### src/rtl/ssd_pkg.sv
// ssd_pkg: active-low gfedcba segment patterns, blanking constants and hex decode.
package ssd_pkg;
    localparam logic [6:0] SEG_0 = 7'b1000000;
    localparam logic [6:0] SEG_1 = 7'b1111001;
    localparam logic [6:0] SEG_2 = 7'b0100100;
    localparam logic [6:0] SEG_3 = 7'b0110000;
    localparam logic [6:0] SEG_4 = 7'b0011001;
    localparam logic [6:0] SEG_5 = 7'b0010010;
    localparam logic [6:0] SEG_6 = 7'b0000010;
    localparam logic [6:0] SEG_7 = 7'b1111000;
    localparam logic [6:0] SEG_8 = 7'b0000000;
    localparam logic [6:0] SEG_9 = 7'b0010000;
    localparam logic [6:0] SEG_A = 7'b0001000;
    localparam logic [6:0] SEG_B = 7'b0000011;
    localparam logic [6:0] SEG_C = 7'b1000110;
    localparam logic [6:0] SEG_D = 7'b0100001;
    localparam logic [6:0] SEG_E = 7'b0000110;
    localparam logic [6:0] SEG_F = 7'b0001110;
    localparam logic [6:0] SEG_OFF = 7'b1111111;
    localparam logic [3:0] AN_OFF = 4'b1111;
    localparam logic [15:0][6:0] SEG_HEX = {SEG_F, SEG_E, SEG_D, SEG_C, SEG_B, SEG_A, SEG_9, SEG_8,
                                            SEG_7, SEG_6, SEG_5, SEG_4, SEG_3, SEG_2, SEG_1, SEG_0};
    function automatic logic [6:0] hex_to_seg(input logic [3:0] n);
        return SEG_HEX[n];
    endfunction
endpackage

### src/rtl/ssd_scan_if.sv
// ssd_scan_if: scan-code nibbles in, multiplexed anode/segment/dp drive out.
interface ssd_scan_if;
    logic [3:0] data1;
    logic [3:0] data2;
    logic [3:0] data3;
    logic [3:0] data4;
    logic [3:0] an;
    logic [6:0] seg;
    logic       dp;
    modport master (output data1, data2, data3, data4, input an, seg, dp);
    modport slave (input data1, data2, data3, data4, output an, seg, dp);
endinterface

### src/rtl/ssd_scan_hex7seg.sv
// hex7seg: combinational nibble to active-low seven-segment decoder.
module hex7seg
    import ssd_pkg::*;
(
    input  logic [3:0] nib,
    output logic [6:0] seg
);
    always_comb seg = hex_to_seg(nib);
endmodule

### src/rtl/ssd_scan.sv
// ssd_scan: four-digit multiplexed hex display with per-frame snapshot and change indicator.
// Optional SSD_LEADING_ZERO_BLANK_EN turns off anodes of leading zero digits.
module ssd_scan
    import ssd_pkg::*;
#(
    parameter int REFRESH_DIV  = 50000,
    parameter int BLANK_CYCLES = 500,
    parameter int FRESH_FRAMES = 8
) (
    input logic   clk,
    input logic   rst,
    ssd_scan_if.slave bus
);
    localparam int CW = $clog2(REFRESH_DIV);
    logic [CW-1:0] cnt_q, cnt_d;
    logic [1:0]    idx_q, idx_d;
    logic [15:0]   shadow_q, shadow_d, sample;
    logic [7:0]    fresh_q, fresh_d;
    logic [3:0]    an_q, an_d, nib;
    logic [6:0]    seg_q, seg_d, seg_dec;
    logic          dp_q, dp_d, wrap, snap, blank, hide;

    hex7seg u_hex (.nib(nib), .seg(seg_dec));

    always_comb begin
        wrap     = cnt_q == CW'(REFRESH_DIV - 1);
        snap     = wrap && idx_q == 2'd3;
        sample   = {bus.data4, bus.data3, bus.data2, bus.data1};
        cnt_d    = wrap ? '0 : cnt_q + 1'b1;
        idx_d    = wrap ? idx_q + 2'd1 : idx_q;
        shadow_d = snap ? sample : shadow_q;
        // the shadow still holds the previous frame's value when the new one is sampled
        fresh_d  = !snap ? fresh_q
                 : sample != shadow_q ? 8'(FRESH_FRAMES)
                 : fresh_q == 8'd0 ? 8'd0 : fresh_q - 8'd1;
        nib      = shadow_q[{idx_q, 2'b00} +: 4];
        blank    = int'(cnt_q) < BLANK_CYCLES;
`ifdef SSD_LEADING_ZERO_BLANK_EN
        hide     = idx_q != 2'd0 && (shadow_q >> {idx_q, 2'b00}) == 16'h0000;
`else
        hide     = 1'b0;
`endif
        an_d     = blank || hide ? AN_OFF : ~(4'b0001 << idx_q);
        seg_d    = blank ? SEG_OFF : seg_dec;
        dp_d     = blank || idx_q != 2'd0 || fresh_q == 8'd0;
    end

    always_ff @(posedge clk) begin
        if (rst) begin
            cnt_q    <= '0;
            idx_q    <= 2'd0;
            shadow_q <= 16'h0000;
            fresh_q  <= 8'd0;
            an_q     <= AN_OFF;
            seg_q    <= SEG_OFF;
            dp_q     <= 1'b1;
        end else begin
            cnt_q    <= cnt_d;
            idx_q    <= idx_d;
            shadow_q <= shadow_d;
            fresh_q  <= fresh_d;
            an_q     <= an_d;
            seg_q    <= seg_d;
            dp_q     <= dp_d;
        end
    end

    assign bus.an  = an_q;
    assign bus.seg = seg_q;
    assign bus.dp  = dp_q;
endmodule

### src/flat_wrapper.sv
// flat-port wrapper written by rule: the top's interface ports become plain ports
module ssd_scan_flat import ssd_pkg::*;
#(
    parameter int REFRESH_DIV  = 50000,
    parameter int BLANK_CYCLES = 500,
    parameter int FRESH_FRAMES = 8
)
  (clk, rst, bus_data1, bus_data2, bus_data3, bus_data4, bus_an, bus_seg, bus_dp);
  ssd_scan_if bus_i ();
  input logic clk;
  input logic rst;
  input wire logic [$bits(bus_i.data1)-1:0] bus_data1;
  input wire logic [$bits(bus_i.data2)-1:0] bus_data2;
  input wire logic [$bits(bus_i.data3)-1:0] bus_data3;
  input wire logic [$bits(bus_i.data4)-1:0] bus_data4;
  output wire logic [$bits(bus_i.an)-1:0] bus_an;
  output wire logic [$bits(bus_i.seg)-1:0] bus_seg;
  output wire logic [$bits(bus_i.dp)-1:0] bus_dp;
  assign bus_i.data1 = bus_data1;
  assign bus_i.data2 = bus_data2;
  assign bus_i.data3 = bus_data3;
  assign bus_i.data4 = bus_data4;
  assign bus_an = bus_i.an;
  assign bus_seg = bus_i.seg;
  assign bus_dp = bus_i.dp;
  ssd_scan #(.REFRESH_DIV(REFRESH_DIV), .BLANK_CYCLES(BLANK_CYCLES), .FRESH_FRAMES(FRESH_FRAMES)) u_core (.clk(clk), .rst(rst), .bus(bus_i));
endmodule
### config.mk
export PLATFORM = sky130hd
export DESIGN_NAME = ssd_scan_flat
export DESIGN_NICKNAME = d
export VERILOG_FILES = /design/src/rtl/ssd_pkg.sv /design/src/rtl/ssd_scan_if.sv /design/src/rtl/ssd_scan_hex7seg.sv /design/src/rtl/ssd_scan.sv /design/src/flat_wrapper.sv
export SDC_FILE = /design/constraint.sdc
export NUM_CORES = 1
export LEC_CHECK = 0
export BUFFER_PORTS_ARGS = -buffer_cell sky130_fd_sc_hd__buf_2
export CAP_MARGIN = 15
export CORE_MARGIN = 2
export CORE_UTILIZATION = 60
export CTS_CLUSTER_DIAMETER = 150
export DETAILED_ROUTE_END_ITERATION = 16
export PLACE_DENSITY = 0.81
export SLEW_MARGIN = 10
export SYNTH_ARGS = -nofsm -noshare
export SYNTH_HDL_FRONTEND = slang
export SYNTH_HIERARCHICAL = 1
export SYNTH_SLANG_ARGS = --single-unit
### constraint.sdc
create_clock -name clk -period 4.8 [get_ports clk]
set_input_delay 0.96 -clock clk [delete_from_list [all_inputs] [get_ports clk]]
set_output_delay 0.96 -clock clk [all_outputs]
set_load 0.02 [all_outputs]
Yosys cells after proc, flatten, opt, wreduce, memory -nomap -nowiden
Memory sizes are Yosys's and may differ from the RTL's. A register that Yosys moved wholly into a read port is not among the register bits.
Cells that the tools add are included.
{ "word_totals": {"register_bits": 47, "mem_bits_ro": 112, "in_bits": 18, "out_inout_bits": 12, "word_cells": 26, "n_memories": 1} }
{ "classes": {"n_addsub": 3, "order_cmp": 1, "eq_ne": 3, "shifts": 2, "muxes": 2, "bitwise": 1, "n_reduce_logical": 7} }
{ "mem_list": {"columns": ["memory", "words", "width", "read_ports", "rd_clocked_by_memory_dff", "write_ports", "line_no", "source"], "rows": [
  ["(name not given)", 16, 7, 1, 1, 0, "ssd_pkg.sv:24", "return SEG_HEX[n];"]
]} }
{ "op_table": {"columns": ["op", "count"], "rows": [
  ["$add A16 B1 Y16 const B", 1],
  ["$eq A16 B16 Y1 const B", 1],
  ["$lt A16 B9 Y1 const B", 1],
  ["$mux W8", 2],
  ["$ne A16 B16 Y1", 1],
  ["$shiftx A16 B5 Y4", 1],
  ["$logic_not A8 Y1", 1],
  ["$sub A8 B1 Y8 const B", 1],
  ["$not A4 Y4", 1],
  ["$reduce_or A2 Y1", 2],
  ["$shl A1 B2 Y4 const A", 1],
  ["$add A2 B1 Y2 const B", 1],
  ["$eq A2 B2 Y1 const B", 1],
  ["$logic_or A1 B1 Y1", 2],
  ["$reduce_bool A2 Y1", 1],
  ["$logic_and A1 B1 Y1", 1]
]} }

Depth between registers and ports, before layout
{ "logic_depth": {"depth_word": 3, "mapped_depth": 8, "depth_no_buf": 7} }

Modules after synthesis
Netlist, hierarchy kept.
{ "modules_own_cells": {"columns": ["module", "n_inst", "cells_each", "area_each_um2", "seq_area_each_um2"], "rows": [
  ["ssd_scan", 1, 263, 2413.6, 1081.0],
  ["hex7seg", 1, 32, 275.3, 0.0]
]} }

Worst setup path before layout
No wires, ideal clock.
{ "synth_timing": {"path_type": "reg2reg", "startpoint": "register u_core.idx_q[0]", "endpoint": "register u_core.seg_q[0] (netlist: u_core/bus.seg[0])", "setup_time_ps": 62, "arrival_time_ps": 2281, "required_time_ps": 4738, "slack_ps": 2457, "stages_incl_launch_ff": 9, "path_buffers": 1, "period_less_slack_ps": 2343, "path_cell_list": "dfxtp_1 > clkbuf_1 > mux4_2 > inv_1 > ha_1 > and2b_2 > or3b_1 > o21ai_0 > nand2b_1"} }
{ "synth_between": {"elab_chain_len": 1} }
{ "synth_lines": {"columns": ["element", "line_no", "source"], "rows": [
  ["start: declaration", "ssd_scan.sv:16", "logic [1:0] idx_q, idx_d;"],
  ["start signal: assignment", "ssd_scan.sv:59", "idx_q <= idx_d;"],
  ["$shiftx A16 B5 Y4", "ssd_scan.sv:36", "nib = shadow_q[{idx_q, 2'b00} +: 4];"],
  ["named net u_core.nib[1]", "ssd_scan.sv:19", "logic [3:0] an_q, an_d, nib;"],
  ["end: declaration", "ssd_scan.sv:20", "logic [6:0] seg_q, seg_d, seg_dec;"]
]} }
The timed path passes the listed nets, and every way through them passes these cells.
A chain may end at the register's enable or synchronous reset.

Worst setup path after layout
{ "layout_timing": {"startpoint": "register u_core.cnt_q[13]", "endpoint": "register u_core.fresh_q[3]"} }
{ "layout_between": {"elab_chain_len": 2} }
{ "layout_lines": {"columns": ["element", "line_no", "source"], "rows": [
  ["start: declaration", "ssd_scan.sv:15", "logic [CW-1:0] cnt_q, cnt_d;"],
  ["start signal: assignment", "ssd_scan.sv:58", "cnt_q <= cnt_d;"],
  ["$eq A16 B16 Y1", "ssd_scan.sv:26", "wrap = cnt_q == CW'(REFRESH_DIV - 1);"],
  ["$logic_and A1 B1 Y1", "ssd_scan.sv:27", "snap = wrap && idx_q == 2'd3;"],
  ["end signal: assignment", "ssd_scan.sv:61", "fresh_q <= fresh_d;"],
  ["end: declaration", "ssd_scan.sv:18", "logic [7:0] fresh_q, fresh_d;"]
]} }
Every way passes these cells.

==> flow_metrics.py <==
metrics = {
    "synth": {
        "seq_area_frac_synth": 0.4020,
        "avgSynthCellArea_um2": 9.115,
        "synth-simple-area-share": 0.2299,
        "yosysUniqueCellTypes": 44,
        "netlist_area_mm2": 0.002689,
        "synthTopCellsByArea": "dfxtp_1 (40%), xnor2_1 (7.2%), ha_1 (6.5%)",
        "synthAdderAreaFrac": 0.06515,
        "yosysTopAreaCellShare": 0.4020,
        "ys_ff_latch": 54,
        "synthMuxAreaShare": 0.06608,
        "synth_compound_area_frac": 0.07864,
        "synth_nets": 327,
        "synth_top_family_by_area": "simple AND/OR/NAND/NOR gates",
        "syn_inst": 295,
        "synth-xor-area-share": 0.1140,
        "synth_top_cell_by_area": "dfxtp_1",
        "ys.warnings.count": 6,
    },
    "power": {
        "p_leak_nw": 1.021,
        "p_int_w": 0.0005790,
        "power_density_mw_per_mm2": 253.2,
        "clkPwrFrac": 0.348,
        "ir_worst_vdd_v": 0.0001953,
        "p_seq_frac": 0.613,
        "swShare": 0.2139,
        "power.net_switching_w": 0.0001575,
        "combPwrFrac": 0.038,
    },
    "critical_path": {
        "worstSetupStartpointType": "flop",
        "slowest_delay_ps": 950,
        "cp_cell_sequence": "or4_4, nor4_2, and2_1, nand2_1, a31o_1",
        "r2r-start": "u_core/cnt_q[13]$_SDFF_PP0_",
        "endpoint": "u_core/fresh_q[3]$_SDFFE_PP0P_",
        "cp_max_fo": 19,
        "rrSetupSlack_ps": 1800,
        "crit_arrival_ps": 3210,
        "critical_path_buf_inv_count": 0,
        "startpoint": "u_core/cnt_q[13]$_SDFF_PP0_",
        "path_depth": 5,
        "worst-setup-path-type": "flop to flop",
        "worstPathRequired_ps": 5000,
        "cpLargestDelayFamily": "simple AND/OR/NAND/NOR gates",
        "end_kind": "flop",
        "reg2reg_to": "u_core/fresh_q[3]$_SDFFE_PP0P_",
        "reg2regPathDepth": 5,
        "cp_slowest_cell": "nor4_2",
    },
    "die": {
        "ioPinCount": 30,
        "start_util": 0.6218,
        "die_w_um": 70.95,
        "core_mm2": 0.004324,
        "rows": 24,
        "die_h_um": 70.95,
        "die-area_mm2": 0.005033,
    },
    "placement": {
        "dp_hpwl_um": 3402,
        "io_buffers": 29,
        "gp_congestion": 0.8341,
        "placed_cells": 363,
    },
    "timing": {
        "max_slew.worst_pin.slew_ps": 1082,
        "fin_crit_sh": 0.6259,
        "skew_ps": 5.036,
        "finalSetupTns_ps": 0,
        "relSlewSlack": 0.2728,
        "rsz0062_at_grt": "false",
        "finalSetupViolations": 0,
        "slew_viol_final": 0,
        "finalHoldViolCount": 0,
        "clock.fmax_ghz": 0.3329,
        "min_period_ps": 3004,
    },
    "finish": {
        "n_antenna_cell": 0,
        "nNetsFinal": 350,
        "drive_above_1_share": 0.1505,
        "fin_cells": 371,
        "area_delta_synth_final_pct": 8.190,
    },
    "detailed_routing": {
        "routedWlPerCell_um": 12.90,
        "drt-initial-drc-count": 142,
        "drtAntennaViolNets": 0,
        "wl_um": 4785,
        "drtPass1Iterations": 5,
        "drc_errors": 0,
        "post_drt_via_cell_ratio": 5.518,
        "route.vias.total": 2047,
    },
    "cts": {
        "cts-root-buf": "clkbuf_8",
        "cts_buffer_depth": 2,
        "ctsResizeCount": 0,
        "cts_tree": "yes",
        "cts.sinks": 54,
        "hold_buffers": 0,
        "h-tree-depth": 2,
        "clk_latency_ps": 300,
        "post-cts-setup-buffers": 0,
        "numCtsBuffers": 5,
        "cts.clk_slew.worst_paths_ps": 90,
    },
    "grt": {
        "antenna_found_initial": 0,
        "grt_max_degree": 25,
        "grt_pass1_wl_um": 8066,
        "overflow": 0,
        "first_global_vias": 1857,
        "grt_use_total": 0.1983,
    },
    "worst_hold_path": {
        "hp-class": "flop to flop",
    },
    "job": {
        "maxCapViolations": 0,
    },
    "status": {
        "status": "complete, no violations",
    },
}
-- flip-flops by register name (all words and copies together) (netlist names) --
name and count:
u_core/cnt_q 16, u_core/bus.an 4, u_core/bus.dp 1, u_core/shadow_q 16, u_core/bus.seg 7, u_core/fresh_q 8
u_core/idx_q 2
-- area by class of cell --
class	count	area, um^2
clock buffer	7	86.33
clock inverter	1	5.005
fill	354	1415
inverter	10	37.54
multi-input combinational	218	1489
sequential	54	1081
tap	52	65.06
timing repair buffer	29	145.1
-- stage by stage --
step | total power [W] | instance area (um^2) | setup slack [ps] | utilization | hold WS [ps]
floorplan | 0.0004783 | 2689 | 2457 | - | 426.0
global placement | 0.0004899 | 2818 | 1939 | 0.6516 | 441.0
detailed placement | 0.0004904 | 2818 | 1815 | 0.6516 | 454.9
CTS | 0.0007473 | 2909 | 1809 | 0.6727 | 476.7
global route | 0.0007620 | 2909 | 1615 | 0.6727 | 494.0
finish | 0.0007365 | 2909 | 1796 | 0.6727 | 470.8
-- layout by cell type (no fill, tap or decap), drive strengths merged, types with 2 or more instances in the layout --
cell type and n:
clkbuf 7, a22o 2, nand4 8, and3 2, dfxtp 54, inv 10, buf 29, nand2b 8
ha 14, mux2i 5, nand3 9, or4 2, nand2 47, mux4 5, xor2 13, nor4 5
xnor2 22, nor2 30, a21oi 22, and4 2, or3 2, o21ai 4
-- power groups by stage --
stage / logic (W) / registers [W] / clock network (W)
floorplan: 0.0000165 / 0.000462 / 0
global placement: 0.0000277 / 0.000462 / 0
detailed placement: 0.0000281 / 0.000462 / 0
CTS: 0.0000283 / 0.000452 / 0.000267
global route: 0.0000311 / 0.000452 / 0.000279
finish: 0.0000282 / 0.000452 / 0.000256
-- worst min path at each step --
stage	cells past startpoint	to	startpoint	slack, ps
2_1_floorplan	1	u_core/cnt_q[0]$_SDFF_PP0_	u_core/cnt_q[0]$_SDFF_PP0_	430
3_3_place_gp	1	u_core/cnt_q[0]$_SDFF_PP0_	u_core/cnt_q[0]$_SDFF_PP0_	440
3_5_place_dp	1	u_core/cnt_q[0]$_SDFF_PP0_	u_core/cnt_q[0]$_SDFF_PP0_	450
4_1_cts	1	u_core/cnt_q[0]$_SDFF_PP0_	u_core/cnt_q[0]$_SDFF_PP0_	480
5_1_grt	1	u_core/cnt_q[0]$_SDFF_PP0_	u_core/cnt_q[0]$_SDFF_PP0_	490
6_report	1	u_core/cnt_q[0]$_SDFF_PP0_	u_core/cnt_q[0]$_SDFF_PP0_	470
-- cells by family after synthesis --
group | Yosys count
xor gates and xnor gates | 35
and+or+nand+nor | 124
buffers and inverters | 23
muxes | 11
AOI/OAI and AO/OA | 34
DFF | 54
adders and majority gates | 14
-- cell usage after synthesis (all sizes together) --
library cell,count
nand2b,8
nand4b,1
nand3,9
ha,14
or3b,1
nor2b,1
nor4b,1
nand4,8
mux2i,5
and3,2
a21oi,22
xor2,13
and2,1
mux2,1
and2b,1
or3,2
xnor2,22
buf,9
and4,2
nand2,47
or4bb,1
nor4,5
a31o,1
or4,2
a32o,1
or4b,1
dfxtp,54
a31oi,1
nor2,30
a211oi,1
mux4,5
o31ai,1
inv,10
or2,1
clkbuf,4
a22o,2
o2111ai,1
o21ai,4
-- metal layers --
metal / vias to the layer above / share of wire / wire length [um] / track usage
li1: 1036 / - / - / -
met1: 960 / 0.48 / 2312 / 0.2577
met2: 44 / 0.46 / 2214 / 0.3240
met3: 7 / 0.043 / 206 / 0.04843
met4: 0 / 0.011 / 52 / 0.06918
met5: - / 0 / 0 / 0
No activity file was read; power rests on OpenSTA's default activity.
